**src/rtl/pacman_map_arbiter_if.sv**
```systemverilog
// Tile-map arbiter bus: requester handshakes, RAM port and collision results.
// The slave modport is the arbiter; the master modport is the game logic
// together with the map RAM that answers mem_addr with mem_rdata.
interface pacman_map_arbiter_if #(
  parameter int ADDR_W = 11
);
  // collision sequencer trigger and sprite position
  logic              frame_stb;
  logic [8:0]        x_pac;
  logic [8:0]        y_pac;
  // render read port
  logic              ren_req;
  logic [ADDR_W-1:0] ren_addr;
  logic [1:0]        ren_rdata;
  logic              ren_rvalid;
  // tile write port
  logic              wr_req;
  logic [ADDR_W-1:0] wr_addr;
  logic [1:0]        wr_data;
  logic              wr_gnt;
  // single-port map RAM
  logic [ADDR_W-1:0] mem_addr;
  logic              mem_we;
  logic [1:0]        mem_wdata;
  logic [1:0]        mem_rdata;
  // collision results
  logic              blk_up;
  logic              blk_down;
  logic              blk_right;
  logic              blk_left;
  logic              coll_valid;
  logic              busy;

  modport slave (
    input  frame_stb, x_pac, y_pac,
    input  ren_req, ren_addr,
    output ren_rdata, ren_rvalid,
    input  wr_req, wr_addr, wr_data,
    output wr_gnt,
    output mem_addr, mem_we, mem_wdata,
    input  mem_rdata,
    output blk_up, blk_down, blk_right, blk_left, coll_valid, busy
  );

  modport master (
    output frame_stb, x_pac, y_pac,
    output ren_req, ren_addr,
    input  ren_rdata, ren_rvalid,
    output wr_req, wr_addr, wr_data,
    input  wr_gnt,
    input  mem_addr, mem_we, mem_wdata,
    output mem_rdata,
    input  blk_up, blk_down, blk_right, blk_left, coll_valid, busy
  );
endinterface

```
**src/rtl/pacman_map_arbiter.sv**
```systemverilog
// pacman_map_arbiter: shares the single-port, 1-cycle-latency tile-map RAM
// between the renderer, the tile write port and a per-frame collision
// sequencer that reads the four tiles around the pacman sprite.
// Priority: render > write > sequencer, one RAM access per cycle.
// Optional starvation guard: define PACMAN_MAP_ARB_STARVE_GUARD_EN to let a
// write or lookup that has waited STARVE_LIMIT cycles pre-empt the renderer.
module pacman_map_arbiter #(
  parameter int MAP_W        = 32,
  parameter int MAP_H        = 36,
  parameter int TILE         = 8,
  parameter int ADDR_W       = 11,
  parameter int STARVE_LIMIT = 64
) (
  input  logic                 clk,
  input  logic                 rst_n,
  pacman_map_arbiter_if.slave  bus
);

  localparam int TSH = $clog2(TILE);

  if ((1 << TSH) != TILE) begin : g_chk_tile
    $error("TILE must be a power of two");
  end
  if (STARVE_LIMIT < 1) begin : g_chk_limit
    $error("STARVE_LIMIT must be at least 1");
  end

  // sequencer states
  localparam logic [2:0] S_IDLE  = 3'd0;
  localparam logic [2:0] S_UP    = 3'd1;
  localparam logic [2:0] S_DOWN  = 3'd2;
  localparam logic [2:0] S_RIGHT = 3'd3;
  localparam logic [2:0] S_LEFT  = 3'd4;
  localparam logic [2:0] S_WAIT  = 3'd5;
  localparam logic [2:0] S_DONE  = 3'd6;

  // owner of the read data arriving on mem_rdata this cycle
  localparam logic [2:0] T_NONE  = 3'd0;
  localparam logic [2:0] T_REN   = 3'd1;
  localparam logic [2:0] T_UP    = 3'd2;
  localparam logic [2:0] T_DOWN  = 3'd3;
  localparam logic [2:0] T_RIGHT = 3'd4;
  localparam logic [2:0] T_LEFT  = 3'd5;

  localparam logic [ADDR_W-1:0] MW      = ADDR_W'(MAP_W);
  localparam logic [ADDR_W-1:0] ONE     = ADDR_W'(1);
  localparam logic [ADDR_W-1:0] LAST_TX = ADDR_W'(MAP_W - 1);
  localparam logic [ADDR_W-1:0] LAST_TY = ADDR_W'(MAP_H - 1);

  logic [2:0]        state;
  logic [2:0]        tag_q;
  logic [8:0]        xs;
  logic [8:0]        ys;
  logic              blk_up_q;
  logic              blk_down_q;
  logic              blk_right_q;
  logic              blk_left_q;
  logic              coll_valid_q;
  logic              busy_q;

  logic [8:0]        xs_m1;
  logic [8:0]        ys_m1;
  logic [ADDR_W-1:0] tx;
  logic [ADDR_W-1:0] ty;
  logic [ADDR_W-1:0] tx_m1;
  logic [ADDR_W-1:0] ty_m1;
  logic [ADDR_W-1:0] a_up;
  logic [ADDR_W-1:0] a_down;
  logic [ADDR_W-1:0] a_right;
  logic [ADDR_W-1:0] a_left;
  logic              edge_up;
  logic              edge_down;
  logic              edge_right;
  logic              edge_left;

  logic              seq_look;
  logic              seq_skip;
  logic              seq_req;
  logic [ADDR_W-1:0] seq_addr;
  logic [2:0]        seq_tag;

  logic              wr_force;
  logic              seq_force;
  logic              gnt_ren;
  logic              gnt_wr;
  logic              gnt_seq;

  // neighbour tile addresses from the frame snapshot
  assign xs_m1   = xs - 9'd1;
  assign ys_m1   = ys - 9'd1;
  assign tx      = ADDR_W'(xs >> TSH);
  assign ty      = ADDR_W'(ys >> TSH);
  assign tx_m1   = ADDR_W'(xs_m1 >> TSH);
  assign ty_m1   = ADDR_W'(ys_m1 >> TSH);
  assign a_up    = tx + ty_m1 * MW;
  assign a_down  = tx + (ty + ONE) * MW;
  assign a_right = tx + ONE + ty * MW;
  assign a_left  = tx_m1 + ty * MW;

  // map-border neighbours count as blocked and never touch the RAM
  assign edge_up    = (ys == 9'd0);
  assign edge_down  = (ty == LAST_TY);
  assign edge_right = (tx == LAST_TX);
  assign edge_left  = (xs == 9'd0);

  // lookup request for the current sequencer state
  always_comb begin
    seq_look = 1'b0;
    seq_skip = 1'b0;
    seq_addr = '0;
    seq_tag  = T_NONE;
    case (state)
      S_UP: begin
        seq_look = 1'b1;
        seq_skip = edge_up;
        seq_addr = a_up;
        seq_tag  = T_UP;
      end
      S_DOWN: begin
        seq_look = 1'b1;
        seq_skip = edge_down;
        seq_addr = a_down;
        seq_tag  = T_DOWN;
      end
      S_RIGHT: begin
        seq_look = 1'b1;
        seq_skip = edge_right;
        seq_addr = a_right;
        seq_tag  = T_RIGHT;
      end
      S_LEFT: begin
        seq_look = 1'b1;
        seq_skip = edge_left;
        seq_addr = a_left;
        seq_tag  = T_LEFT;
      end
      default: ;
    endcase
  end

  assign seq_req = seq_look & ~seq_skip;

`ifdef PACMAN_MAP_ARB_STARVE_GUARD_EN
  localparam int CW = $clog2(STARVE_LIMIT + 1);
  localparam logic [CW-1:0] LIM = CW'(STARVE_LIMIT);

  logic [CW-1:0] wr_wait;
  logic [CW-1:0] seq_wait;

  assign wr_force  = bus.wr_req & (wr_wait == LIM);
  assign seq_force = seq_req & (seq_wait == LIM);

  // denied-cycle counters, saturating at the limit and cleared on grant
  always_ff @(posedge clk or negedge rst_n) begin
    if (!rst_n) begin
      wr_wait  <= '0;
      seq_wait <= '0;
    end else begin
      if (!bus.wr_req || gnt_wr) wr_wait <= '0;
      else if (wr_wait != LIM)   wr_wait <= wr_wait + CW'(1);
      if (!seq_req || gnt_seq)   seq_wait <= '0;
      else if (seq_wait != LIM)  seq_wait <= seq_wait + CW'(1);
    end
  end
`else
  assign wr_force  = 1'b0;
  assign seq_force = 1'b0;
`endif

  // one RAM owner per cycle; starved requesters (if enabled) go first
  always_comb begin
    gnt_ren = 1'b0;
    gnt_wr  = 1'b0;
    gnt_seq = 1'b0;
    if (rst_n) begin
      if (wr_force)          gnt_wr  = 1'b1;
      else if (seq_force)    gnt_seq = 1'b1;
      else if (bus.ren_req)  gnt_ren = 1'b1;
      else if (bus.wr_req)   gnt_wr  = 1'b1;
      else if (seq_req)      gnt_seq = 1'b1;
    end
  end

  // RAM port mux
  always_comb begin
    bus.mem_addr  = '0;
    bus.mem_we    = 1'b0;
    bus.mem_wdata = '0;
    if (gnt_ren) begin
      bus.mem_addr = bus.ren_addr;
    end else if (gnt_wr) begin
      bus.mem_addr  = bus.wr_addr;
      bus.mem_we    = 1'b1;
      bus.mem_wdata = bus.wr_data;
    end else if (gnt_seq) begin
      bus.mem_addr = seq_addr;
    end
  end

  assign bus.wr_gnt     = gnt_wr;
  assign bus.ren_rvalid = (tag_q == T_REN);
  assign bus.ren_rdata  = bus.ren_rvalid ? bus.mem_rdata : 2'd0;

  // read tag and neighbour flags: border skips set immediately, reads land a cycle later
  always_ff @(posedge clk or negedge rst_n) begin
    if (!rst_n) begin
      tag_q       <= T_NONE;
      blk_up_q    <= 1'b0;
      blk_down_q  <= 1'b0;
      blk_right_q <= 1'b0;
      blk_left_q  <= 1'b0;
    end else begin
      if (gnt_ren)      tag_q <= T_REN;
      else if (gnt_seq) tag_q <= seq_tag;
      else              tag_q <= T_NONE;

      if (seq_skip && seq_tag == T_UP)    blk_up_q    <= 1'b1;
      else if (tag_q == T_UP)             blk_up_q    <= |bus.mem_rdata;
      if (seq_skip && seq_tag == T_DOWN)  blk_down_q  <= 1'b1;
      else if (tag_q == T_DOWN)           blk_down_q  <= |bus.mem_rdata;
      if (seq_skip && seq_tag == T_RIGHT) blk_right_q <= 1'b1;
      else if (tag_q == T_RIGHT)          blk_right_q <= |bus.mem_rdata;
      if (seq_skip && seq_tag == T_LEFT)  blk_left_q  <= 1'b1;
      else if (tag_q == T_LEFT)           blk_left_q  <= |bus.mem_rdata;
    end
  end

  // collision sequencer; DONE also accepts frame_stb so back-to-back frames chain
  always_ff @(posedge clk or negedge rst_n) begin
    if (!rst_n) begin
      state        <= S_IDLE;
      xs           <= '0;
      ys           <= '0;
      coll_valid_q <= 1'b0;
      busy_q       <= 1'b0;
    end else begin
      case (state)
        S_IDLE, S_DONE: begin
          if (bus.frame_stb) begin
            xs           <= bus.x_pac;
            ys           <= bus.y_pac;
            coll_valid_q <= 1'b0;
            busy_q       <= 1'b1;
            state        <= S_UP;
          end else begin
            state <= S_IDLE;
          end
        end
        S_UP:    if (seq_skip || gnt_seq) state <= S_DOWN;
        S_DOWN:  if (seq_skip || gnt_seq) state <= S_RIGHT;
        S_RIGHT: if (seq_skip || gnt_seq) state <= S_LEFT;
        S_LEFT:  if (seq_skip || gnt_seq) state <= S_WAIT;
        S_WAIT: begin
          // the LEFT read (if any) lands this cycle, so results are complete
          state        <= S_DONE;
          coll_valid_q <= 1'b1;
          busy_q       <= 1'b0;
        end
        default: state <= S_IDLE;
      endcase
    end
  end

  assign bus.blk_up     = blk_up_q;
  assign bus.blk_down   = blk_down_q;
  assign bus.blk_right  = blk_right_q;
  assign bus.blk_left   = blk_left_q;
  assign bus.coll_valid = coll_valid_q;
  assign bus.busy       = busy_q;

endmodule

```
**src/flat_wrapper.sv**
```systemverilog
// flat-port wrapper written by rule: the top's interface ports become plain ports
module pacman_map_arbiter_flat 
#(
  parameter int MAP_W        = 32,
  parameter int MAP_H        = 36,
  parameter int TILE         = 8,
  parameter int ADDR_W       = 11,
  parameter int STARVE_LIMIT = 64
)
  (clk, rst_n, bus_frame_stb, bus_x_pac, bus_y_pac, bus_ren_req, bus_ren_addr, bus_ren_rdata, bus_ren_rvalid, bus_wr_req, bus_wr_addr, bus_wr_data, bus_wr_gnt, bus_mem_addr, bus_mem_we, bus_mem_wdata, bus_mem_rdata, bus_blk_up, bus_blk_down, bus_blk_right, bus_blk_left, bus_coll_valid, bus_busy);
  pacman_map_arbiter_if #(.ADDR_W(ADDR_W)) bus_i ();
  input  logic clk;
  input  logic rst_n;
  input wire logic [$bits(bus_i.frame_stb)-1:0] bus_frame_stb;
  input wire logic [$bits(bus_i.x_pac)-1:0] bus_x_pac;
  input wire logic [$bits(bus_i.y_pac)-1:0] bus_y_pac;
  input wire logic [$bits(bus_i.ren_req)-1:0] bus_ren_req;
  input wire logic [$bits(bus_i.ren_addr)-1:0] bus_ren_addr;
  output wire logic [$bits(bus_i.ren_rdata)-1:0] bus_ren_rdata;
  output wire logic [$bits(bus_i.ren_rvalid)-1:0] bus_ren_rvalid;
  input wire logic [$bits(bus_i.wr_req)-1:0] bus_wr_req;
  input wire logic [$bits(bus_i.wr_addr)-1:0] bus_wr_addr;
  input wire logic [$bits(bus_i.wr_data)-1:0] bus_wr_data;
  output wire logic [$bits(bus_i.wr_gnt)-1:0] bus_wr_gnt;
  output wire logic [$bits(bus_i.mem_addr)-1:0] bus_mem_addr;
  output wire logic [$bits(bus_i.mem_we)-1:0] bus_mem_we;
  output wire logic [$bits(bus_i.mem_wdata)-1:0] bus_mem_wdata;
  input wire logic [$bits(bus_i.mem_rdata)-1:0] bus_mem_rdata;
  output wire logic [$bits(bus_i.blk_up)-1:0] bus_blk_up;
  output wire logic [$bits(bus_i.blk_down)-1:0] bus_blk_down;
  output wire logic [$bits(bus_i.blk_right)-1:0] bus_blk_right;
  output wire logic [$bits(bus_i.blk_left)-1:0] bus_blk_left;
  output wire logic [$bits(bus_i.coll_valid)-1:0] bus_coll_valid;
  output wire logic [$bits(bus_i.busy)-1:0] bus_busy;
  assign bus_i.frame_stb = bus_frame_stb;
  assign bus_i.x_pac = bus_x_pac;
  assign bus_i.y_pac = bus_y_pac;
  assign bus_i.ren_req = bus_ren_req;
  assign bus_i.ren_addr = bus_ren_addr;
  assign bus_ren_rdata = bus_i.ren_rdata;
  assign bus_ren_rvalid = bus_i.ren_rvalid;
  assign bus_i.wr_req = bus_wr_req;
  assign bus_i.wr_addr = bus_wr_addr;
  assign bus_i.wr_data = bus_wr_data;
  assign bus_wr_gnt = bus_i.wr_gnt;
  assign bus_mem_addr = bus_i.mem_addr;
  assign bus_mem_we = bus_i.mem_we;
  assign bus_mem_wdata = bus_i.mem_wdata;
  assign bus_i.mem_rdata = bus_mem_rdata;
  assign bus_blk_up = bus_i.blk_up;
  assign bus_blk_down = bus_i.blk_down;
  assign bus_blk_right = bus_i.blk_right;
  assign bus_blk_left = bus_i.blk_left;
  assign bus_coll_valid = bus_i.coll_valid;
  assign bus_busy = bus_i.busy;
  pacman_map_arbiter #(.MAP_W(MAP_W), .MAP_H(MAP_H), .TILE(TILE), .ADDR_W(ADDR_W), .STARVE_LIMIT(STARVE_LIMIT)) u_core (.clk(clk), .rst_n(rst_n), .bus(bus_i));
endmodule
```
**config.mk**
```make
export PLATFORM = sky130hd
export DESIGN_NAME = pacman_map_arbiter_flat
export DESIGN_NICKNAME = d
export VERILOG_FILES = /design/src/rtl/pacman_map_arbiter_if.sv /design/src/rtl/pacman_map_arbiter.sv /design/src/flat_wrapper.sv
export SDC_FILE = /design/constraint.sdc
export NUM_CORES = 1
export LEC_CHECK = 0
export ABC_CLOCK_PERIOD_IN_PS = 7850
export CAP_MARGIN = 20
export CORE_ASPECT_RATIO = 0.5
export CORE_MARGIN = 3
export CORE_UTILIZATION = 40
export DETAILED_ROUTE_END_ITERATION = 7
export PLACE_DENSITY_LB_ADDON = 0.08
export SLEW_MARGIN = 20
export SYNTH_ARGS = -nofsm -noshare
export SYNTH_HDL_FRONTEND = slang
export SYNTH_SLANG_ARGS = --single-unit
```
**constraint.sdc**
```tcl
create_clock -name clk -period 7.85 [get_ports clk]
set_input_delay 1.57 -clock clk [delete_from_list [all_inputs] [get_ports clk]]
set_output_delay 1.57 -clock clk [all_outputs]
set_load 0.02 [all_outputs]
```
==> metrics list, run 1 <==
- Final setup violating endpoints: 0
* Proportion of synthesized flip-flops having asynchronous set or reset: 100.0%
* Design Area, Final: 3481 um^2
- First-pass iteration count of the detailed router: 4
- The floorplan step defined a die boundary enclosing 7522 um^2.
- The kind of cell with the highest combined delay along the critical path is buffers and inverters.
- GR Util All Layers: 19.69%
* Most area-hungry cell type in the Yosys netlist: sky130_fd_sc_hd__dfrtp_1
- Run status: completed
- CTS hold repair buffers: 0
* Required time of the critical path: 6280 ps
* Critical path capture point type: primary output
* Number of unique standard cell types used by synthesis: 58
- Pin count of the biggest net entering global routing: 36
- Dividing the detail-routed wire length by the instance count gives 15.59 um.
- Synth warn: 0
- In the synthesized netlist the dominant register cell turns out to be sky130_fd_sc_hd__dfrtp_1.
* Number of enable-type register cells in the synthesized netlist: 0
- Beginning of the worst hold path: u_core.bus.blk_down
- CTS Root Cell: sky130_fd_sc_hd__clkbuf_16
- Post-synthesis to final-layout area growth: 34.66%
* Overall die width: 119.7 um
- Port buffering added 72 buffers.
* Max-cap check violation count: 0
* Summed instance area of the synthesized netlist: 2585 um^2
- The worst path needs 6197 ps of the cycle, external delays included.
- The number of max-slew violations in the final report came to 0.
* Starting density of the core: 41.99%
- Unrepaired setup endpoints after global routing: false
* Maximum level of the CTS H-tree: 2
- The first global-routing pass estimated 12160 um of wire.
* Crit-path max FO: 35
- The tightest min-delay check is of the reg2reg type.
- The via count of the first global-routing pass is 2435.
* Nets in the synthesized netlist: 362
- Post-detailed-placement half-perimeter wirelength: 5433 um
* Lkg Pwr: 1.405 nW
- Overall via count from detail_route: 2521
- Counting stages on the worst path, the most repeated cell is sky130_fd_sc_hd__clkdlybuf4s50_1.
- CTS tree: built
- The worst-case IR drop observed on VDD is 0.1777 mV.
* Vertical die dimension: 62.85 um
* Overall overflow remaining after global route: 0
- Critical path buffers and inverters: 3
- At the later pin of the worst-skew pair, clock insertion delay measures 280 ps.
- Category of the worst setup path launch point: input pin
- In the post-synthesis netlist, the cell with the most instances is sky130_fd_sc_hd__dfrtp_1.
* Post-route clock period utilization: 78.94%
* Number of antenna-violating nets in the routed design: 0
- Post-cts sizing count: 0
* Max_slew headroom: 46.40%
- Clock slew at reported path FFs: 50 ps
- Worst Max-Slew Pin Slew: 804.0 ps
- Setup Skew: 6.632 ps
- No sink is reached through more buffers than the 2 on the longest clock path.
- The net count of the finished layout is 424.
- After detailed routing, the total wire length is 7061 um.
- Buffers added to address setup during post-CTS repair amount to 0.
- Chain of cells forming the critical path: clkdlybuf4s50_1 > buf_4 > nor3b_1 > o21ai_1 > nor3_2 > nand2_1 > o211ai_1 > clkdlybuf4s50_1
* Cell count after synthesis: 302
- Area contributors post-synth: sky130_fd_sc_hd__dfrtp_1 (29%), sky130_fd_sc_hd__mux2_2 (6.1%), sky130_fd_sc_hd__ha_1 (4.8%)
* Fill cell instance count of the final layout: 562
- In the final layout, the share of cells above drive strength 1 is 10.96%.
* Number of CTS-inserted buffers: 5
* Initial DRC Count: 189
* Critical Path Source: rst_n
- During I/O placement, the number of pins put on the boundary was 73.
* Slowest-stage cell, CP: sky130_fd_sc_hd__clkdlybuf4s50_1
- The floorplan has 20 rows.
- Number of antenna diodes: 0
- After detailed routing, the number of remaining DRC violations is 0.
- The worst register-to-register path begins at u_core.state[0].
* FF+latch count, synth: 30
* Sequential cell area: 750.7 um^2
- Stage delay of the slowest cell on the critical path: 620 ps
- Post-route setup TNS: 0 ps
* Proportion of netlist area held by the largest area contributor: 29.04%
- In the routed layout, each cell is associated on average with a via count of 5.565.
* Cell Pwr Density: 342.7 nW/um^2
- Dividing the synthesized area by the synthesized cell count gives 8.560 um^2.
- Clock Sinks: 30
* Data arrival time of the critical path: 4630 ps
- The initial antenna violation count is 0.
* Sequential area share after synthesis: 29.04%
- Timing would allow up to 161.4 MHz.
- At the end of routability-driven placement, the weighted congestion stood at 0.8677.
* Type of the setup path with the least slack: in2out
* Post-DP Area: 3328 um^2
- Area taken by multi-input logic gates: 1695 um^2
* Most instantiated cells after synthesis: sky130_fd_sc_hd__dfrtp_1 (30), sky130_fd_sc_hd__nand2_1 (28), sky130_fd_sc_hd__nor2_1 (26), sky130_fd_sc_hd__a21oi_1 (18), sky130_fd_sc_hd__mux2_2 (14)
- Hold violation total from the final report: 0
- Placeable core region: 6156 um^2
==> through the flow <==
step	util (%)	cells	hold WS [ps]	power, mW	setup WS [ps]
4_1_cts	56.46	453	512.6	1.191	1205
3_3_place_gp	54.07	445	485.8	0.9772	1413
5_1_grt	56.54	453	538.2	1.290	1337
6_report	56.54	453	507.7	1.193	1653
2_1_floorplan	-	302	505.3	0.8058	3407
3_5_place_dp	54.07	445	500.5	0.9912	1214
==> path summary, 6_finish.rpt <==
kind                                       end  slack (ps)  depth (start not counted)
setup / recovery               bus_mem_addr[8]        1650                          8
hold / removal             u_core.bus.blk_down         510                          2
setup reg to reg               u_core.state[1]        5260                          6
hold reg to reg            u_core.bus.blk_down         510                          2
max in group asynchronous      u_core.state[2]        5830                          2
min in group asynchronous  u_core.bus.blk_left        1700                          2
==> worst register-to-register path: cells and delay by family, from the launching register on <==
| kind | cells | cell delay, ps |
|---|---|---|
| AND/OR/NAND/NOR | 4 | 1160 |
| AO/OA/AOI/OAI | 2 | 500 |
| flip-flops | 1 | 860 |
==> cells by family (layout without fill, tap and decap cells) <==
kind of cell / after synthesis / in the layout / share of synthesized area (%)
adder cells (fa/ha/maj): 11 / 11 / 5.615
buffers and inverters: 30 / 93 / 5.566
AO/OA/AOI/OAI: 67 / 67 / 17.72
AND/OR/NAND/NOR: 126 / 126 / 27.54
XOR/XNOR: 18 / 18 / 6.099
flip-flops: 30 / 30 / 29.04
multiplexers: 20 / 20 / 8.422
==> flip-flops by register name, indices dropped and copies added, names as in the netlist <==
register and flops:
u_core.bus.blk_up 1, u_core.bus.blk_down 1, u_core.bus.blk_right 1, u_core.tag_q 3
u_core.bus.blk_left 1, u_core.state 3, u_core.bus.coll_valid 1, u_core.bus.busy 1
u_core.xs 9, u_core.ys 9
==> where the power goes <==
group	switching, mW	leakage (nW)	internal [mW]
combinational	0.324	0.976	0.307
sequential	0.148	0.355	0.220
clock	0.0680	0.0739	0.125
total	0.540	1.40	0.653
==> placed cells by master (no fill, tap or decap), types with 9 or more instances in the layout <==
cell                              instances
sky130_fd_sc_hd__nand3_1                 10
sky130_fd_sc_hd__xor2_1                  10
sky130_fd_sc_hd__ha_1                    10
sky130_fd_sc_hd__mux2_2                  14
sky130_fd_sc_hd__clkdlybuf4s50_1         72
sky130_fd_sc_hd__dfrtp_1                 30
sky130_fd_sc_hd__o22ai_1                  9
sky130_fd_sc_hd__nand2_1                 28
sky130_fd_sc_hd__nand4_1                  9
sky130_fd_sc_hd__nor2_1                  26
sky130_fd_sc_hd__o21ai_0                 11
sky130_fd_sc_hd__a21oi_1                 18
sky130_fd_sc_hd__inv_1                   10
==> cell type report <==
class                   count  area share, %
clock inverters             1         0.1438
flip-flops and latches     30          21.57
multi-input cells         242          48.71
inverters                  11          1.186
well taps                  88          3.163
clock buffers               7          4.098
repair buffers             74          21.14
==> routing by layer <==
| layer | vias up | GRT usage (%) | share of wire (%) |
|---|---|---|---|
| li1 | 1230 | - | - |
| met1 | 1204 | 28.31 | 48 |
| met2 | 79 | 30.27 | 45 |
| met3 | 8 | 5.154 | 6.7 |
| met4 | 0 | 2.996 | 0.57 |
| met5 | - | 0 | 0 |
No activity file was read; power rests on OpenSTA's default activity.
==> inputs of run 2 (changes only) <==
--- a/config.mk
+++ b/config.mk
@@ -5,7 +5,7 @@
 export SDC_FILE = /design/constraint.sdc
 export NUM_CORES = 1
 export LEC_CHECK = 0
-export ABC_CLOCK_PERIOD_IN_PS = 7850
+export ABC_CLOCK_PERIOD_IN_PS = 6100
 export CAP_MARGIN = 20
 export CORE_ASPECT_RATIO = 0.5
 export CORE_MARGIN = 3
==> constraint.sdc (replaced) <==
create_clock -name clk -period 6.1 [get_ports clk]
set_input_delay 1.22 -clock clk [delete_from_list [all_inputs] [get_ports clk]]
set_output_delay 1.22 -clock clk [all_outputs]
set_load 0.02 [all_outputs]
==> run 2 against run 1 <==
Compared with the run above: cell count increased by 0.44%; die area unchanged; first-iteration DRC count decreased by 35%; largest power group unchanged; highest routed layer unchanged.
==> metrics list, run 2 (same netlist as run 1, synthesis figures left out) <==
- Run status: completed (unchanged)
- In the finished design, the share of the clock period the worst path needs comes to 82.25%.
* First-pass GRT wire length: 11850 um (was 12160 um)
- The via count of the first global-routing pass came to 2442 (was 2435).
- Quantity of I/O buffers inserted on ports: 72 (unchanged)
* Wire length reported by the detailed router: 7236 um (was 7061 um)
- The count of final setup violators was 0 (unchanged).
* Average via count per standard cell: 5.490 (was 5.565)
- Overall via count from detail_route: 2498 (was 2521)
- # IOs: 73 (unchanged)
- The number of cells after detailed placement is 447 (was 445).
* Biggest registers after layout: u_core.xs x9, u_core.ys x9 (unchanged)
* Max_slew headroom: 47.85% (was 46.40%)
- The average routed wire per standard cell is 15.90 um (was 15.59 um).
- Origin of the critical flop-to-flop path: u_core.state[1] (was u_core.state[0])
* Crit path capture: bus_mem_addr[10] (was bus_mem_addr[8])
- Min-delay worst type: reg2reg (unchanged)
- Max Buffers Root-to-Sink: 2 (unchanged)
- The worst voltage drop across the vdd grid is 0.1883 mV (was 0.1777 mV).
* Initial DRC Count: 123 (was 189)
- Critical path capture point type: primary output (unchanged)
* Cell Pwr Density: 444.8 nW/um^2 (was 342.7 nW/um^2)
* Type of the setup path with the least slack: in2out (unchanged)
- Unrepaired setup endpoints after global routing: false (unchanged).
* Post-detailed-placement half-perimeter wirelength: 5671 um (was 5433 um)
- The number of max-slew violations in the final report was 0 (unchanged).
- Share of total power in sequential cells: 29.1% (was 30.9%)
* Crit-path max FO: 6 (was 35)
- GR Util All Layers: 19.47% (was 19.69%)
* Clock Sinks: 30 (unchanged)
- The final antenna-violating net count came to 0 (unchanged).
- Starting density of the core: 41.99% (unchanged)
* Overall die width: 119.7 um (unchanged)
- The commonest non-fill, non-tap cell in the layout is sky130_fd_sc_hd__clkdlybuf4s50_1 (unchanged).
* Fill cell instance count of the final layout: 604 (was 562)
- The number of core rows is 20 (unchanged).
- Static timing analysis puts the maximum clock frequency at 199.3 MHz.
- The largest net degree at the start of global routing came to 35 (was 36).
- Required time of the critical path: 4880 ps (was 6280 ps)
- The clock tree root driver cell is sky130_fd_sc_hd__clkbuf_16 (unchanged).
- Post-cts sizing count: 0 (unchanged)
- The internal portion of total power is 0.8669 mW (was 0.6527 mW).
* Placeable core region: 6156 um^2 (unchanged)
- CTS hold repair buffers: 0 (unchanged)
- Leading cell types in the layout, fill and taps excluded: sky130_fd_sc_hd__clkdlybuf4s50_1 (72), sky130_fd_sc_hd__dfrtp_1 (30), sky130_fd_sc_hd__nand2_1 (28), sky130_fd_sc_hd__nor2_1 (26), sky130_fd_sc_hd__a21oi_1 (18) (unchanged)
* Setup Skew: 6.085 ps (was 6.632 ps)
- Total net switching power: 0.6943 mW (was 0.5400 mW)
* Number of antenna violations at the first check in global routing: 0 (unchanged)
- First-pass iteration count of the detailed router: 5 (was 4)
- The layout net count was 426 (was 424).
- Design Area, Final: 3510 um^2 (was 3481 um^2)
- The flop-to-flop setup slack was 3660 ps (was 5260 ps).
* Total power consumption of the routed design: 1.561 mW (was 1.193 mW)
* Overall overflow remaining after global route: 0 (unchanged)
* End of the worst register-to-register path: u_core.state[2] (was u_core.state[1])
- Hold violation total from the final report: 0 (unchanged)
- R2r worst-path depth: 6 (unchanged)
- Data arrival time of the critical path: 3800 ps (was 4630 ps)
- The clock buffer count from CTS came to 5 (unchanged).
- The number of H-tree branching levels is 2 (unchanged).
- Sequential cell area: 750.7 um^2 (unchanged)
* Post-DP Area: 3343 um^2 (was 3328 um^2)
* Vertical die dimension: 62.85 um (unchanged)
- Final min period: 5017 ps
- The fraction of layout cells with a size suffix above 1 came to 11.44% (was 10.96%).
- The part of the power in combinational logic was 53.3% (was 52.9%).
- The slew of the pin with the lowest slew margin came to 780.5 ps (was 804.0 ps).
* Category of the worst setup path launch point: input pin (unchanged)
- The leakage power figure is 1.422 nW (was 1.405 nW).
- The launch point of the worst path is bus_ren_req (was rst_n).
- Clock latency reported for the late side of the worst-skew pair: 290 ps (was 280 ps)
- Net Sw Frac: 44.47% (was 45.28%)
- The count of inserted antenna diode cells was 0 (unchanged).
- Area taken by multi-input logic gates: 1690 um^2 (was 1695 um^2)
- Clock slew at reported path FFs: 50 ps (about the same)
* Post-CTS setup buffer count: 0 (unchanged)
- The total negative setup slack was 0 ps (unchanged).
- The detailed-route DRC error count is 0 (unchanged).
- The final non-filler cell total was 455 (was 453).
- The relative area change from synthesis to final layout came to 35.77% (was 34.66%).
- The TritonCTS clock tree is built (unchanged).
* Max-cap check violation count: 0 (unchanged)
- The clock network fraction of design power was 17.6% (was 16.2%).
- Last weighted congestion value of the routability-driven placer: 0.8816 (was 0.8677)
- The die outline area is 7522 um^2 (unchanged).
-- run 2: worst max-delay path, stage by stage --
cell and delay, ps:
sky130_fd_sc_hd__clkdlybuf4s50_1 490, sky130_fd_sc_hd__nor3b_1 420, sky130_fd_sc_hd__o21ai_1 180, sky130_fd_sc_hd__nor4_2 540, sky130_fd_sc_hd__a221oi_1 150, sky130_fd_sc_hd__o22ai_1 160, sky130_fd_sc_hd__clkdlybuf4s50_1 630
-- run 2: power groups by stage --
stage / registers (mW) / logic (mW) / clock network [mW]
3_5_place_dp: 0.455 / 0.830 / 0
4_1_cts: 0.452 / 0.833 / 0.279
3_3_place_gp: 0.448 / 0.821 / 0
5_1_grt: 0.474 / 0.918 / 0.290
6_report: 0.454 / 0.832 / 0.275
2_1_floorplan: 0.373 / 0.664 / 0
-- run 2: worst min-delay path by stage --
stage | cells past startpoint | slack, ps | startpoint | end
floorplan | 1 | 510 | u_core.xs[0] | u_core.xs[0]
global route | 2 | 530 | u_core.bus.blk_down | u_core.bus.blk_down
CTS | 2 | 510 | u_core.bus.blk_down | u_core.bus.blk_down
detailed placement | 2 | 500 | u_core.bus.blk_down | u_core.bus.blk_down
global placement | 2 | 490 | u_core.bus.blk_up | u_core.bus.blk_up
finish | 2 | 510 | u_core.bus.blk_up | u_core.bus.blk_up
-- run 2: metal layers --
metal  track usage (%)  share of wire, %
met5                 0                 0
met4             4.993              0.46
met3             5.335               6.8
met2             31.04                45
met1             26.18                48
-- run 2: through the flow --
| step | util [%] | hold slack (ps) | setup slack [ps] |
|---|---|---|---|
| 6_report | 57.01 | 506.0 | 1083 |
| 5_1_grt | 57.01 | 528.9 | 836.5 |
| 4_1_cts | 57.01 | 511.0 | 1087 |
| 3_3_place_gp | 54.31 | 485.6 | 1227 |
| 3_5_place_dp | 54.31 | 498.9 | 1092 |
| 2_1_floorplan | - | 505.3 | 2333 |
-- run 2: layout make-up --
| cell class | instances | area share, % |
|---|---|---|
| tap | 88 | 3.137 |
| sequential | 30 | 21.39 |
| clock buffer | 8 | 4.742 |
| multi-input combinational | 242 | 48.16 |
| inverter | 11 | 1.176 |
| timing repair buffer | 76 | 21.39 |
==> inputs of run 3 (changes only) <==
--- a/config.mk
+++ b/config.mk
@@ -5,7 +5,7 @@
 export SDC_FILE = /design/constraint.sdc
 export NUM_CORES = 1
 export LEC_CHECK = 0
-export ABC_CLOCK_PERIOD_IN_PS = 6100
+export ABC_CLOCK_PERIOD_IN_PS = 5200
 export CAP_MARGIN = 20
 export CORE_ASPECT_RATIO = 0.5
 export CORE_MARGIN = 3
==> constraint.sdc (replaced) <==
create_clock -name clk -period 5.2 [get_ports clk]
set_input_delay 1.04 -clock clk [delete_from_list [all_inputs] [get_ports clk]]
set_output_delay 1.04 -clock clk [all_outputs]
set_load 0.02 [all_outputs]
==> run 3 against run 2 <==
Compared with the run above: cell count is 0.22% lower; clock-buffer cell count shrank 2; sequential share of layout area increased by 0.12 points; core utilization is 0.33 points lower; clock power increased by 4%; die area is the same; routed wire length is 0.94% higher; clock skew about the same; sequential power increased by 18%; setup slack got worse by 780 ps; global-route usage is 0.72 points higher; sequential cell count is the same.
==> metrics list, run 3 (same netlist as run 1, synthesis figures left out) <==
* Overall die width: 119.7 um (unchanged)
- Unrepaired setup endpoints after global routing: false (unchanged)
- CTS hold repair buffers: 0 (unchanged)
- The post-cts resize count came to 0 (unchanged).
- Achievable clock frequency: 204.2 MHz
* Number of core rows: 20 (unchanged)
- The final design area excluding fillers was 3490 um^2 (was 3510 um^2).
* Overall via count from detail_route: 2547 (was 2498)
- Post-DP Area: 3351 um^2 (was 3343 um^2)
- GR Util All Layers: 20.19% (was 19.47%)
* Category of the worst setup path launch point: flip-flop (was input pin)
- Total net switching power: 0.8170 mW (was 0.6943 mW)
* Slowest-stage cell, CP: sky130_fd_sc_hd__dfrtp_1 (was sky130_fd_sc_hd__clkdlybuf4s50_1)
- The setup clock skew after layout is 5.685 ps (was 6.085 ps).
- The worst path needs 4896 ps of the cycle, external delays included.
* Data arrival time of the critical path: 3860 ps (was 3800 ps)
- The initial core utilization is 41.99% (unchanged).
- The I/O pin count is 73 (unchanged).
- Placeable core region: 6156 um^2 (unchanged)
- The count of inserted antenna diode cells was 0 (unchanged).
- The worst voltage drop across the vdd grid came to 0.2693 mV (was 0.1883 mV).
- Most frequent standard cell in the layout excluding fill and tap cells: sky130_fd_sc_hd__clkdlybuf4s50_1 (unchanged)
- Average detailed-routed wire length per instance: 16.09 um (was 15.90 um)
* Hold violation total from the final report: 0 (unchanged)
- Initial DRC Count: 138 (was 123)
- CTS tree: built (unchanged)
- Maximum level of the CTS H-tree: 2 (unchanged)
- Biggest registers after layout: u_core.xs x9, u_core.ys x9 (unchanged)
* Final setup violating endpoints: 0 (unchanged)
* Fill cell instance count of the final layout: 589 (was 604)
- Post-synthesis to final-layout area growth: 35.00% (was 35.77%)
- Run status: completed (unchanged)
* Net Sw Frac: 45.30% (was 44.47%)
* Type of the setup path with the least slack: reg2out (was in2out)
* Number of global-route vias before repair: 2471 (was 2442)
* Last weighted congestion value of the routability-driven placer: 0.8325 (was 0.8816)
- Required time of the critical path: 4160 ps (was 4880 ps)
* Number of antenna violations at the first check in global routing: 0 (unchanged)
- Vertical die dimension: 62.85 um (unchanged)
* CTS Root Cell: sky130_fd_sc_hd__clkbuf_16 (unchanged)
- The vias per cell came to 5.610 (was 5.490).
* Combinational group share of total power: 54.5% (was 53.3%)
- The clock network fraction of design power came to 15.8% (was 17.6%).
- Min-delay worst type: reg2reg (unchanged)
- Critical path capture point type: primary output (unchanged)
- The fraction of layout cells with a size suffix above 1 is 11.20% (was 11.44%).
* Quantity of I/O buffers inserted on ports: 72 (unchanged)
* Clock slew at reported path FFs: 50 ps (about the same)
* Pin count of the biggest net entering global routing: 35 (unchanged)
- Clock Sinks: 30 (unchanged)
- The leakage power figure came to 1.413 nW (was 1.422 nW).
* First-pass iteration count of the detailed router: 4 (was 5)
- The total power divided by cell area is 516.9 nW/um^2 (was 444.8 nW/um^2).
- The total detailed-routing wirelength was 7304 um (was 7236 um).
- The worst slew margin relative to its limit came to 46.44% (was 47.85%).
- Post-detailed-placement half-perimeter wirelength: 5684 um (was 5671 um)
* Internal power: 0.9867 mW (was 0.8669 mW)
* Number of CTS-inserted buffers: 5 (unchanged)
- Clock latency reported for the late side of the worst-skew pair: 280 ps (was 290 ps)
- Overall overflow remaining after global route: 0 (unchanged)
* Stage delay of the slowest cell on the critical path: 660 ps (was 630 ps)
* Share of total power in sequential cells: 29.7% (was 29.1%)
* Chain of cells forming the critical path: nor3b_2 > nand4_1 > o21ai_0 > xor2_1 > ha_1 > fa_1 > a221o_1 > a221oi_2 > nor2_1 > clkdlybuf4s50_1 (was clkdlybuf4s50_1 > nor3b_1 > o21ai_1 > nor4_2 > a221oi_1 > o22ai_1 > clkdlybuf4s50_1)
* Max-cap check violation count: 0 (unchanged)
* Crit-path max FO: 17 (was 6)
- The detailed-route DRC error count came to 0 (unchanged).
- The final antenna-violating net count was 0 (unchanged).
- The number of max-slew violations in the final report is 0 (unchanged).
- Dividing the final minimum period by the clock period gives 94.16%.
* Die ar.: 7522 um^2 (unchanged)
- Number of nets in the finished design: 427 (was 426)
- The total buffers and inverters traversed by the critical path was 1 (was 2).
* Post-CTS setup buffer count: 0 (unchanged)
- Leading cell types in the layout, fill and taps excluded: sky130_fd_sc_hd__clkdlybuf4s50_1 (72), sky130_fd_sc_hd__dfrtp_1 (30), sky130_fd_sc_hd__nand2_1 (28), sky130_fd_sc_hd__nor2_1 (26), sky130_fd_sc_hd__a21oi_1 (18) (unchanged).
- The gate family responsible for the most delay along the worst path was simple AND/OR/NAND/NOR gates (was buffers and inverters).
* Max Buffers Root-to-Sink: 2 (unchanged)
- The global-route wire length before repair is 12190 um (was 11850 um).
- Post-route setup TNS: 0 ps (unchanged)
* Worst Max-Slew Pin Slew: 801.6 ps (was 780.5 ps)
run 3: cell types whose count changed in the layout (fill, tap and decap cells not counted), sizes merged:
cell and delta:
buf +1, clkbuf -2
run 3: area by class of cell:
| cell class | instances | area (um^2) | area share (%) |
|---|---|---|---|
| tap | 88 | 110.1 | 3.155 |
| inverter | 11 | 41.29 | 1.183 |
| multi-input combinational | 242 | 1690 | 48.44 |
| sequential | 30 | 750.7 | 21.51 |
| clock buffer | 6 | 138.9 | 3.980 |
| timing repair buffer | 77 | 758.2 | 21.73 |
run 3: power groups by stage:
stage	Sequential (mW)	Clock (mW)	Combinational [mW]
floorplan	0.437	0	0.779
global placement	0.525	0	0.957
detailed placement	0.534	0	0.976
CTS	0.531	0.290	0.980
global route	0.559	0.302	1.09
finish	0.536	0.285	0.983
run 3: tightest hold or removal path, cell delays in order (launching register included):
cell and delay (ps):
sky130_fd_sc_hd__dfrtp_1 340, sky130_fd_sc_hd__mux2i_1 70, sky130_fd_sc_hd__nand2_1 60
run 3: path summary, 6_finish.rpt:
check	startpoint	to	slack [ps]	cells past startpoint
max	u_core.state[2]	bus_mem_addr[7]	300	10
min in group asynchronous	rst_n	u_core.tag_q[1]	1230	2
min reg2reg	u_core.bus.blk_up	u_core.bus.blk_up	500	2
max in group asynchronous	rst_n	u_core.ys[0]	3640	2
max reg2reg	u_core.state[2]	u_core.state[1]	2690	6
min	u_core.bus.blk_up	u_core.bus.blk_up	500	2
run 3: metal layers:
metal	part of all wire (%)	GRT usage [%]	routed length, um	vias up
met5	0	0	0	-
met4	1.3	5.421	95	0
li1	-	-	-	1234
met3	6.2	5.515	455	13
met1	48	27.71	3472	1223
met2	45	31.39	3281	77
run 3: per-stage QoR:
stage / std cells / setup WS (ps) / util (%) / total power, mW / hold WS [ps]
2_1_floorplan: 302 / 1613 / - / 1.216 / 505.3
3_3_place_gp: 448 / 654.6 / 54.43 / 1.482 / 487.4
3_5_place_dp: 448 / 575.2 / 54.43 / 1.510 / 490.7
4_1_cts: 454 / 370.1 / 56.69 / 1.801 / 503.2
5_1_grt: 454 / 168.4 / 56.69 / 1.949 / 543.5
6_report: 454 / 303.6 / 56.69 / 1.804 / 495.2
==> edit 1 (flow settings as in run 3) <==
`MAP_W` is set to 32 in 2 places; all go to 16.
--- a/src/rtl/pacman_map_arbiter.sv
+++ b/src/rtl/pacman_map_arbiter.sv
@@ -5,7 +5,7 @@
 // Optional starvation guard: define PACMAN_MAP_ARB_STARVE_GUARD_EN to let a
 // write or lookup that has waited STARVE_LIMIT cycles pre-empt the renderer.
 module pacman_map_arbiter #(
-  parameter int MAP_W        = 32,
+  parameter int MAP_W        = 16,
   parameter int MAP_H        = 36,
   parameter int TILE         = 8,
   parameter int ADDR_W       = 11,
--- a/src/flat_wrapper.sv
+++ b/src/flat_wrapper.sv
@@ -1,7 +1,7 @@
 // flat-port wrapper written by rule: the top's interface ports become plain ports
 module pacman_map_arbiter_flat 
 #(
-  parameter int MAP_W        = 32,
+  parameter int MAP_W        = 16,
   parameter int MAP_H        = 36,
   parameter int TILE         = 8,
   parameter int ADDR_W       = 11,
Check against the original RTL: not equivalent (a bounded check fails within 4 cycles, from zero or initial values and one cycle with rst_n low).
==> edit 1 against run 3 <==
Core utilization increased by 3.5 points; total power is 6.6% higher; cell count shrank 0.88%; die area decreased by 0.40%; sequential cell count unchanged; sequential share of layout area fell by 0.15 points; critical path depth rose by 2; maximum frequency decreased by 1.4%; cell area increased by 0.86%; register-to-register slack improved by 0.03 ns; routed wire length shrank 3.0%; worst setup slack worse by 0.071 ns; synthesized area is 0.44% lower; first-iteration DRC count is 12% higher.
==> edit 1: results <==
group,metric,value,unit
run_status,outcome,"finished clean",
logic_synthesis,synth_area_leaders,"dfrtp_1, ha_1, mux2_2",
critical_path,cp.arrival,3.93,ns
finish,drive_above_1_share,10.4,%
logic_synthesis,ys_types,59,
place,place.gp.congestion,0.917,
routing,drtIter0Drc,154,
pwr,p_leak,1.43,nW
critical_path,max_stage_delay,0.60,ns
finish,post_layout_nonfiller_instances,450,
critical_path,r2r-start,"u_core.state[1]$_DFFE_PN0P_",
finish,fin_nets,428,
sta,final.setup_skew,0.00551,ns
routing,first_pass_iters,5,
global_route,grt_first_pass_wirelength,12100,microns
sta,whs,0.502,ns
global_route,track_usage,20.1,%
pwr,vdd_drop_max,0.000410,V
routing,vias,2498,
logic_synthesis,synthTopCellsByCount,"dfrtp_1, nand2_1, nor2_1, inv_1, o21ai_0",
critical_path,crit_family,"compound AO/OA/AOI/OAI gates",
place,dp_cells,442,
global_route,grt_max_degree,37,
worst_hold_path,hold_path_end,"u_core.bus.blk_down$_DFFE_PN0P_",
worst_hold_path,min_from,"u_core.bus.blk_down$_DFFE_PN0P_",
logic_synthesis,yosysSeqAreaShare,29.2,%
place,place_ws,0.510,ns
sta,worst_pin_slew,0.614,ns
routing,wl_per_cell,15.7,microns
critical_path,r2r_setup_slack,2.72,ns
-- edit 1: changes by cell type after synthesis, moves of 3 or more --
| cell | before | now |
|---|---|---|
| a21o_1 | 0 | 4 |
| a21oi_1 | 18 | 12 |
| a2bb2oi_1 | 0 | 3 |
| and3_1 | 8 | 5 |
| and3b_1 | 0 | 3 |
| inv_1 | 10 | 16 |
| nor2_1 | 26 | 19 |
| nor2b_1 | 4 | 1 |
| nor3_1 | 4 | 7 |
| nor4_1 | 1 | 4 |
| nor4b_1 | 1 | 4 |
| o21ai_0 | 11 | 15 |
| o22ai_1 | 9 | 2 |
| or3_1 | 0 | 3 |
-- edit 1: how the worst max path moves through the flow --
stage / startpoint / to / slack (ns) / depth (start not counted)
6_report: u_core.state[1]$_DFFE_PN0P_ / bus_mem_addr[8] / 0.23 / 12
5_1_grt: u_core.state[1]$_DFFE_PN0P_ / bus_mem_addr[8] / 0.008 / 12
4_1_cts: u_core.state[1]$_DFFE_PN0P_ / bus_mem_addr[8] / 0.17 / 12
3_5_place_dp: u_core.state[1]$_DFFE_PN0P_ / bus_mem_addr[8] / 0.51 / 12
3_3_place_gp: bus_ren_req / bus_mem_addr[10] / 0.59 / 6
2_1_floorplan: u_core.state[2]$_DFFE_PN0P_ / bus_mem_addr[8] / 1.20 / 12
-- edit 1: cell type report --
class / count / area [sq um]
multi-input cells: 236 / 1690
fillers: 549 / 2330
repair buffers: 76 / 751
clock buffers: 5 / 125
inverters: 16 / 60.1
flip-flops and latches: 30 / 752
well taps: 84 / 105
clock inverters: 3 / 40.0
-- edit 1: power by group through the flow --
stage	Sequential, mW	Combinational [mW]	Clock (mW)
detailed placement	0.538	1.06	0
finish	0.537	1.06	0.324
CTS	0.534	1.07	0.330
global route	0.567	1.19	0.340
global placement	0.532	1.04	0
floorplan	0.439	0.836	0
-- edit 1: per-layer routing --
metal | vias to the layer above | track usage [%] | routed length (microns)
met2 | 80 | 29.0 | 3050
met3 | 7 | 5.79 | 527
met5 | - | 0 | 0
li1 | 1233 | - | -
met1 | 1178 | 29.7 | 3440
met4 | 0 | 3.99 | 60
-- edit 1: worst min-delay path, delay by kind of cell, from the launching register on --
kind             cells  cell delay (ns)
AND/OR/NAND/NOR      1             0.06
multiplexers         1             0.07
flip-flops           1             0.33
-- edit 1: repair_timing --
action / in CTS / in global routing
endpoints found under the setup margin: 0 / 2
hold buffers: 0 / 0
resized for setup: 0 / 2
-- edit 1: logic make-up (layout without fill, tap and decap cells) --
group	Yosys count	after routing	synth area share (%)
mux	19	19	8.02
buf+inv	33	100	5.40
xor+xnor	18	18	6.42
simple gates	119	119	26.0
flops	30	30	29.2
fa+ha+maj	14	14	7.39
compound gates	66	66	17.6
==> edit 2 (flow settings as in run 3) <==
Made on the original files. `TILE` is set to 8 in 2 places; all go to 4.
--- a/src/rtl/pacman_map_arbiter.sv
+++ b/src/rtl/pacman_map_arbiter.sv
@@ -7,7 +7,7 @@
 module pacman_map_arbiter #(
   parameter int MAP_W        = 32,
   parameter int MAP_H        = 36,
-  parameter int TILE         = 8,
+  parameter int TILE         = 4,
   parameter int ADDR_W       = 11,
   parameter int STARVE_LIMIT = 64
 ) (
--- a/src/flat_wrapper.sv
+++ b/src/flat_wrapper.sv
@@ -3,7 +3,7 @@
 #(
   parameter int MAP_W        = 32,
   parameter int MAP_H        = 36,
-  parameter int TILE         = 8,
+  parameter int TILE         = 4,
   parameter int ADDR_W       = 11,
   parameter int STARVE_LIMIT = 64
 )
Behaviour: not the same (a bounded check fails within 4 cycles, from zero or initial values and one cycle with rst_n low).
==> edit 2 against run 3 <==
Sequential cell count unchanged; total power rose by 10%; critical endpoint is now bus_mem_addr[10]; synthesized cell count is 3.0% higher; largest power group unchanged; clock power increased by 2%; worst setup slack got worse by 0.032 ns; cell area is 1.1% higher; synthesized area about the same; register-to-register slack worse by 0.02 ns; routed wire length is 5.3% higher; critical path type unchanged.
==> edit 2: results <==
group,metric,value,unit
run_status,outcome,"finished clean",
routing,vias,2553,
routing,routed_wl,7690,microns
critical_path,cp-startpoint,"u_core.xs[2]$_DFFE_PN0P_",
place,dp_hpwl,6220,microns
finish,drive_above_1_share,8.97,%
place,place.gp.congestion,0.956,
logic_synthesis,synth_cells,311,
global_route,grt_pass1_vias,2347,
global_route,grt_first_pass_wirelength,12300,microns
critical_path,cp.arrival,3.89,ns
routing,via_per_inst,5.51,
place,dpl-instance-area,3370,sq um
finish,fin_nets,440,
pwr,vdd_drop_max,0.000292,V
pwr,p_leak,1.45,nW
global_route,track_usage,20.8,%
global_route,grt_max_degree,31,
routing,drtIter0Drc,145,
logic_synthesis,synthTopCellsByCount,"dfrtp_1, nand2_1, nor2_1, o21ai_0, a21oi_1",
critical_path,r2r-start,"u_core.state[1]$_DFFE_PN0P_",
critical_path,crit_fanout,7,
sta,worst_pin_slew,1.01,ns
logic_synthesis,syn-num-nets,373,
logic_synthesis,synth_area_leaders,"dfrtp_1, ha_1, mux2_2",
logic_synthesis,postSynth.asyncResetShare,100,%
logic_synthesis,ys_types,52,
==> edit 2: changes by cell type after synthesis, moves of 4 or more <==
cell     before  now
xnor2_1       8   13
xor2_1       10    6
nand4_1       9    5
o21ai_0      11   23
inv_1        10   14
==> edit 2: critical path, cell delays in order, from the launching register on <==
cell and delay, ns:
dfrtp_1 0.48, inv_1 0.15, ha_1 0.19, nand4_1 0.20, o41ai_2 0.39, xnor2_1 0.20
ha_1 0.27, a21o_1 0.17, a21oi_1 0.23, nor2_1 0.09, xor2_1 0.18, nand2_1 0.09
a31oi_1 0.20, o22a_1 0.15, clkdlybuf4s50_1 0.61
==> edit 2: area by class of cell <==
class | count | area, sq um
Clock buffer | 7 | 143
Clock inverter | 1 | 5.00
Fill cell | 551 | 2320
Inverter | 14 | 52.6
Multi-Input combinational cell | 250 | 1720
Sequential cell | 30 | 751
Tap cell | 84 | 105
Timing Repair Buffer | 77 | 758
==> edit 2: per-layer routing <==
layer	vias to the layer above	wire, microns	track usage (%)
met5	-	0	0
met4	0	59	4.71
met3	7	482	4.61
met2	58	3290	30.2
met1	1237	3860	31.3
li1	1251	-	-
==> edit 2: logic make-up after synthesis <==
group | count (synthesis) | share of synthesized area (%)
buffers and inverters | 31 | 4.84
multiplexers | 19 | 7.89
flip-flops | 30 | 29.1
AND/OR/NAND/NOR | 115 | 22.9
adder cells (fa/ha/maj) | 13 | 6.88
XOR/XNOR | 20 | 7.07
AO/OA/AOI/OAI | 83 | 21.4
==> edit 2: metrics by stage <==
stage | hold slack (ns) | setup WS [ns]
after floorplan | 0.482 | 1.15
after global placement | 0.487 | 0.578
after detailed placement | 0.494 | 0.525
after CTS | 0.504 | 0.222
after global routing | 0.527 | 0.0383
final | 0.498 | 0.272
==> edit 2: path summary, 6_finish.rpt <==
| path | end | slack, ns | cells past startpoint |
|---|---|---|---|
| hold / removal | u_core.bus.blk_up$_DFFE_PN0P_ | 0.50 | 2 |
| setup reg to reg | u_core.xs[7]$_DFFE_PN0P_ | 2.67 | 6 |
| hold reg to reg | u_core.bus.blk_up$_DFFE_PN0P_ | 0.50 | 2 |
| setup / recovery | bus_mem_addr[10] | 0.27 | 14 |
| min in group asynchronous | u_core.xs[6]$_DFFE_PN0P_ | 1.42 | 2 |
| max in group asynchronous | u_core.ys[5]$_DFFE_PN0P_ | 3.49 | 2 |
==> edit 2: where the power goes <==
group          switching (mW)  internal (mW)
clock network           0.102          0.189
logic                   0.681          0.546
registers               0.143          0.331
